[config.mk]
export PLATFORM = sky130hd
export DESIGN_NAME = vga_pattern_gen
export DESIGN_NICKNAME = d
export VERILOG_FILES = /design/src/rtl/vga_pkg.sv /design/src/rtl/vga_bounce_pos.sv /design/src/rtl/vga_pattern_gen.sv
export SDC_FILE = /design/constraint.sdc
export NUM_CORES = 1
export LEC_CHECK = 0
export ABC_AREA = 0
export BUFFER_PORTS_ARGS = -buffer_cell sky130_fd_sc_hd__buf_2
export CAP_MARGIN = 10
export CORE_ASPECT_RATIO = 1.5
export CORE_UTILIZATION = 40
export CTS_BUF_LIST = sky130_fd_sc_hd__clkbuf_2
export CTS_CLUSTER_DIAMETER = 40
export CTS_CLUSTER_SIZE = 28
export DETAILED_ROUTE_END_ITERATION = 6
export PLACE_DENSITY = 0.64
export SYNTH_ARGS = -nofsm -noshare
export SYNTH_HDL_FRONTEND = slang
export SYNTH_SLANG_ARGS = --single-unit
[constraint.sdc]
create_clock -name clk_25mhz -period 2.9 [get_ports clk_25mhz]
set_input_delay 0.145 -clock clk_25mhz [delete_from_list [all_inputs] [get_ports clk_25mhz]]
set_output_delay 0.145 -clock clk_25mhz [all_outputs]
set_load 0.03 [all_outputs]
[src/rtl/vga_pkg.sv]
// Shared VGA pattern definitions: display modes, 1-bit-per-channel colours
// and the colour-index mapping used by the cycling mode.
package vga_pkg;

  localparam int COORD_W = 11;

  typedef enum logic [2:0] {
    MODE_YELLOW  = 3'd0,
    MODE_VBARS   = 3'd1,
    MODE_HBARS   = 3'd2,
    MODE_CHECKER = 3'd3,
    MODE_BLOCK   = 3'd4,
    MODE_CYCLE   = 3'd5,
    MODE_OFF6    = 3'd6,
    MODE_OFF7    = 3'd7
  } mode_t;

  // Each flag expands to an all-ones or all-zero channel at the output.
  typedef struct packed {
    logic r;
    logic g;
    logic b;
  } rgb_t;

  localparam rgb_t RGB_BLACK  = 3'b000;
  localparam rgb_t RGB_BLUE   = 3'b001;
  localparam rgb_t RGB_GREEN  = 3'b010;
  localparam rgb_t RGB_RED    = 3'b100;
  localparam rgb_t RGB_YELLOW = 3'b110;
  localparam rgb_t RGB_WHITE  = 3'b111;

  function automatic rgb_t idx_to_rgb(input logic [2:0] idx);
    return rgb_t'(idx);
  endfunction

endpackage

[src/rtl/vga_bounce_pos.sv]
// One axis of the bouncing square: steps 1 pixel per frame tick,
// reversing direction when it sits at 0 or LIMIT.
module vga_bounce_pos
  import vga_pkg::*;
#(
  parameter int LIMIT = 608
) (
  input  logic               clk_i,
  input  logic               rst_ni,
  input  logic               step_i,
  output logic [COORD_W-1:0] pos_o
);

  localparam logic [COORD_W-1:0] ONE     = COORD_W'(1);
  localparam logic [COORD_W-1:0] POS_MAX = COORD_W'(LIMIT);

  logic [COORD_W-1:0] pos_q, pos_d;
  logic               fwd_q, fwd_d;

  // At an edge the reversal and the step happen on the same tick.
  always_comb begin
    pos_d = pos_q;
    fwd_d = fwd_q;
    if (step_i) begin
      if (fwd_q && pos_q == POS_MAX) begin
        fwd_d = 1'b0;
        pos_d = pos_q - ONE;
      end else if (!fwd_q && pos_q == '0) begin
        fwd_d = 1'b1;
        pos_d = pos_q + ONE;
      end else if (fwd_q) begin
        pos_d = pos_q + ONE;
      end else begin
        pos_d = pos_q - ONE;
      end
    end
  end

  always_ff @(posedge clk_i or negedge rst_ni) begin
    if (!rst_ni) begin
      pos_q <= '0;
      fwd_q <= 1'b1;
    end else begin
      pos_q <= pos_d;
      fwd_q <= fwd_d;
    end
  end

  assign pos_o = pos_q;

endmodule

[src/rtl/vga_pattern_gen.sv]
// Test-pattern generator: picks a colour per pixel from the mode latched at
// frame start; outputs are registered, one clock behind hCount/vCount/blank.
module vga_pattern_gen
  import vga_pkg::*;
#(
  parameter int COLOR_BITS = 4,
  parameter int H_ACTIVE   = 640,
  parameter int V_ACTIVE   = 480,
  parameter int BAR_SHIFT  = 4,
  parameter int BLOCK_SIZE = 32
) (
  input  logic                  clk_25mhz,
  input  logic                  reset,
  input  logic [2:0]            sw,
  input  logic [COORD_W-1:0]    hCount,
  input  logic [COORD_W-1:0]    vCount,
  input  logic                  blank,
  output logic [COLOR_BITS-1:0] vgaRed,
  output logic [COLOR_BITS-1:0] vgaGreen,
  output logic [COLOR_BITS-1:0] vgaBlue
);

  logic                  frame_tick;
  mode_t                 mode_q, mode_d;
  logic [5:0]            fcnt_q, fcnt_d;
  logic [2:0]            idx_q, idx_d;
  logic [COORD_W-1:0]    bx, by;
  logic                  in_block;
  rgb_t                  pix;
  logic [COLOR_BITS-1:0] red_q, green_q, blue_q;

  assign frame_tick = (hCount == '0) && (vCount == COORD_W'(V_ACTIVE));

  vga_bounce_pos #(.LIMIT(H_ACTIVE - BLOCK_SIZE)) u_bounce_x (
    .clk_i  (clk_25mhz),
    .rst_ni (reset),
    .step_i (frame_tick),
    .pos_o  (bx)
  );

  vga_bounce_pos #(.LIMIT(V_ACTIVE - BLOCK_SIZE)) u_bounce_y (
    .clk_i  (clk_25mhz),
    .rst_ni (reset),
    .step_i (frame_tick),
    .pos_o  (by)
  );

  // One extra bit so bx + BLOCK_SIZE cannot wrap near the right edge.
  assign in_block = (hCount >= bx) &&
                    ({1'b0, hCount} < ({1'b0, bx} + (COORD_W+1)'(BLOCK_SIZE))) &&
                    (vCount >= by) &&
                    ({1'b0, vCount} < ({1'b0, by} + (COORD_W+1)'(BLOCK_SIZE)));

  always_comb begin
    mode_d = mode_q;
    fcnt_d = fcnt_q;
    idx_d  = idx_q;
    if (frame_tick) begin
      mode_d = mode_t'(sw);
      fcnt_d = fcnt_q + 6'd1;
      if (fcnt_q == 6'd63) idx_d = idx_q + 3'd1;
    end
  end

  always_comb begin
    pix = RGB_BLACK;
    case (mode_q)
      MODE_YELLOW:  pix = RGB_YELLOW;
      MODE_VBARS:   pix = hCount[BAR_SHIFT] ? RGB_WHITE : RGB_RED;
      MODE_HBARS:   pix = vCount[BAR_SHIFT] ? RGB_BLUE : RGB_GREEN;
      MODE_CHECKER: pix = (hCount[BAR_SHIFT] ^ vCount[BAR_SHIFT]) ? RGB_BLACK : RGB_WHITE;
      MODE_BLOCK:   pix = in_block ? RGB_WHITE : RGB_BLACK;
      MODE_CYCLE:   pix = idx_to_rgb(idx_q);
      default:      pix = RGB_BLACK;
    endcase
    if (blank) pix = RGB_BLACK;
  end

  always_ff @(posedge clk_25mhz or negedge reset) begin
    if (!reset) begin
      mode_q  <= MODE_YELLOW;
      fcnt_q  <= '0;
      idx_q   <= '0;
      red_q   <= '0;
      green_q <= '0;
      blue_q  <= '0;
    end else begin
      mode_q  <= mode_d;
      fcnt_q  <= fcnt_d;
      idx_q   <= idx_d;
      red_q   <= {COLOR_BITS{pix.r}};
      green_q <= {COLOR_BITS{pix.g}};
      blue_q  <= {COLOR_BITS{pix.b}};
    end
  end

  assign vgaRed   = red_q;
  assign vgaGreen = green_q;
  assign vgaBlue  = blue_q;

endmodule

==> reports/metrics.cfg <==
[run_status]
outcome = finished, final reports clean

[detailed_routing]
drt_pass1_iterations = 4
detail_route.wl_per_cell_um = 16.33
via_per_inst = 5.567
drc_errors = 0
ant_nets = 0
vias = 3012
wl_mm = 8.832
drt_iter0_drc = 199

[grt]
gr-total-overflow = 0
grt_pass1_vias = 3064
antenna_found_initial = 0
grt_pass1_wl_mm = 14.24
grtUsageTotal_pct = 20.79
grt_max_degree = 40

[timing]
finClkSkew_ns = 0.01021
finalCritPeriodShare_pct = 92.61
finalHoldViolCount = 0
period_minus_slack_ns = 2.686
setup_viol = 0
max_slew_margin_pct = 37.72
max_freq_mhz = 372.3
tightest_slew_ns = 0.9342
rsz0062_at_grt = false
fin_setup_tns_ns = 0
maxSlewViolCount = 0

[pwr]
power_mw = 0.9585
peakVddDrop_uv = 165.0
power_density_mw_per_mm2 = 255.3
leakage_nw = 1.683

[final_layout]
areaGrowthSynthToFinish_pct = 10.78
drive_gt1_share_pct = 15.83
antenna_cells = 0
fin_nets = 507
final_cell_mix = ha_1 (44), buf_2 (39), dfrtp_1 (37), inv_1 (33)
mostFrequentLayoutCell = ha_1

[setup_path]
criticalPathCategory = register to register
required_ns = 3.26
cp_cell_sequence = inv_1, ha_1, or4b_2, nor3_2, nor2_2, or4_1, nand3_1, o21ai_1
startpoint_type = register
crit_slowest_cell = or4b_2
slowest_delay_ns = 0.64
cp_num_buf_inv = 1
path_delay_family = simple AND/OR/NAND/NOR gates
crit_arrival_ns = 3.04
worstPathMaxFanout = 15
endpoint_kind = register

[clock_tree]
root_buffer = clkbuf_2
htreeDepth = 2
clock-sinks = 39
clk_path_buf_depth = 2
cts_tree = built
clk_pin_slew_ns = 0.22
clk_latency_ns = 0.45
numCtsBuffers = 5
cts_setup_buffers = 0

[logic_synthesis]
ys_seq_area_share_pct = 28.87
synth_nets = 469
syn_area_mm2 = 0.003390
avgSynthCellArea_um2 = 8.538
ys.warnings.count = 0
syn_inst = 397
synth_cell_types = 50
ys_top_cells_by_area = dfrtp_1 (27%), ha_1 (16%), xnor2_1 (7.5%)
yosys.area.top_type_share_pct = 27.32
ys_ff_latch = 39
yosysTopAreaCell = dfrtp_1

[floorplan]
rows = 40
fp.dieW_um = 77.16
fp.dieH_um = 114.7
start_util_pct = 41.81
core_mm2 = 0.008108
io_pins = 40
die_area_mm2 = 0.008853

[placed_design]
place_congestion = 0.8500
hpwl_mm = 6.961
port_buffers = 39

[run]
max-cap-violations = 0

[hold_path]
hold_class = input port to register

## worst register-to-register path, cell delays in order (launching register included)
cell and delay, ns:
dfrtp_1 0.46, inv_1 0.13, ha_1 0.21, or4b_2 0.64
nor3_2 0.31, nor2_2 0.19, or4_1 0.51, nand3_1 0.09
o21ai_1 0.06
## synth_stat cells, drive strengths merged
library cell and n:
nand4b 2, nor4 9, and3 9, nand4 13
buf 14, nor2 24, or4 4, dfstp 2
o221ai 1, a211o 1, nor4bb 1, nand2b 1
a21o 6, xnor2 29, nand2 26, nand3 19
dfrtp 37, nor4b 1, mux2i 4, a2111oi 1
a21oi 28, o21ai 31, and2 1, nor3 9
a41oi 3, inv 33, xor2 5, clkbuf 6
a211oi 2, mux2 1, a41o 1, a31oi 6
or2 2, o31ai 2, and4bb 2, and4 2
o211ai 4, or4b 3, nor2b 6, ha 44
o22ai 1, a221o 1
## per-stage QoR
| step | cells | hold WS [ns] | utilization, % | cell area (um^2) | setup slack, ns |
|---|---|---|---|---|---|
| after floorplan | 397 | -0.1506 | - | 3390 | 0.5483 |
| after global placement | 528 | 0.3308 | 45.14 | 3660 | 0.2582 |
| after detailed placement | 528 | 0.3349 | 45.14 | 3660 | 0.1404 |
| after CTS | 541 | 0.2108 | 46.28 | 3752 | 0.1112 |
| after global routing | 541 | 0.1959 | 46.31 | 3755 | 0.1011 |
| final | 541 | 0.2249 | 46.31 | 3755 | 0.2143 |
## cell families (layout without fill, tap and decap cells)
logic type,Yosys count,after routing,share of synthesized area (%)
AOI/OAI and AO/OA,88,88,15.36
xor gates and xnor gates,34,34,8.785
adders and majority gates,44,44,16.24
buffers and inverters,53,92,7.124
DFF,39,39,28.87
muxes,5,5,1.513
and+or+nand+nor,134,134,22.11
## sequential cells by signal (all words and copies together), names as in the netlist
| register | cells |
|---|---|
| vgaRed | 1 |
| u_bounce_x.fwd_q | 1 |
| u_bounce_y.fwd_q | 1 |
| fcnt_q | 6 |
| u_bounce_y.pos_o | 11 |
| u_bounce_x.pos_o | 11 |
| vgaGreen | 1 |
| mode_q | 3 |
| vgaBlue | 1 |
| idx_q | 3 |
## worst paths after layout
kind	end	start	depth (start not counted)	slack [ns]
min in group asynchronous	u_bounce_x.pos_o[8]$_DFFE_PN0P_	reset	2	0.32
min	vgaBlue[0]$_DFF_PN0_	vCount[4]	5	0.22
max in group asynchronous	u_bounce_y.pos_o[1]$_DFFE_PN0P_	reset	2	1.99
max reg2reg	u_bounce_x.pos_o[10]$_DFFE_PN0P_	u_bounce_x.pos_o[0]$_DFFE_PN0P_	8	0.21
min reg2reg	idx_q[2]$_DFFE_PN0P_	idx_q[2]$_DFFE_PN0P_	1	0.49
max	u_bounce_x.pos_o[10]$_DFFE_PN0P_	u_bounce_x.pos_o[0]$_DFFE_PN0P_	8	0.21
## per-layer routing
metal | global-route usage [%] | wire length (um) | vias to the layer above
li1 | - | - | 1499
met1 | 21.05 | 3495 | 1438
met2 | 41.53 | 4889 | 58
met3 | 3.175 | 252 | 17
met4 | 8.553 | 194 | 0
met5 | 0 | 0 | -
## layout make-up
| cell class | count | area, um^2 |
|---|---|---|
| repair buffers | 51 | 297.8 |
| multi-input cells | 305 | 2181 |
| well taps | 105 | 131.4 |
| fillers | 827 | 4353 |
| clock buffers | 6 | 30.03 |
| clock inverters | 2 | 12.51 |
| inverters | 33 | 123.9 |
| flip-flops and latches | 39 | 978.4 |
## power by group
group | total [mW] | switching, mW | internal, mW
Combinational | 0.139 | 0.0838 | 0.0555
Clock | 0.272 | 0.211 | 0.0612
Sequential | 0.547 | 0.00106 | 0.546
## what timing repair did
| action | in CTS | in global routing |
|---|---|---|
| endpoints found under the setup margin | 0 | 2 |
| hold endpoints to repair | 43 | 0 |
| gates resized for setup | 0 | 1 |
| hold buffers | 5 | 0 |
(Power assumes the default switching activity.)
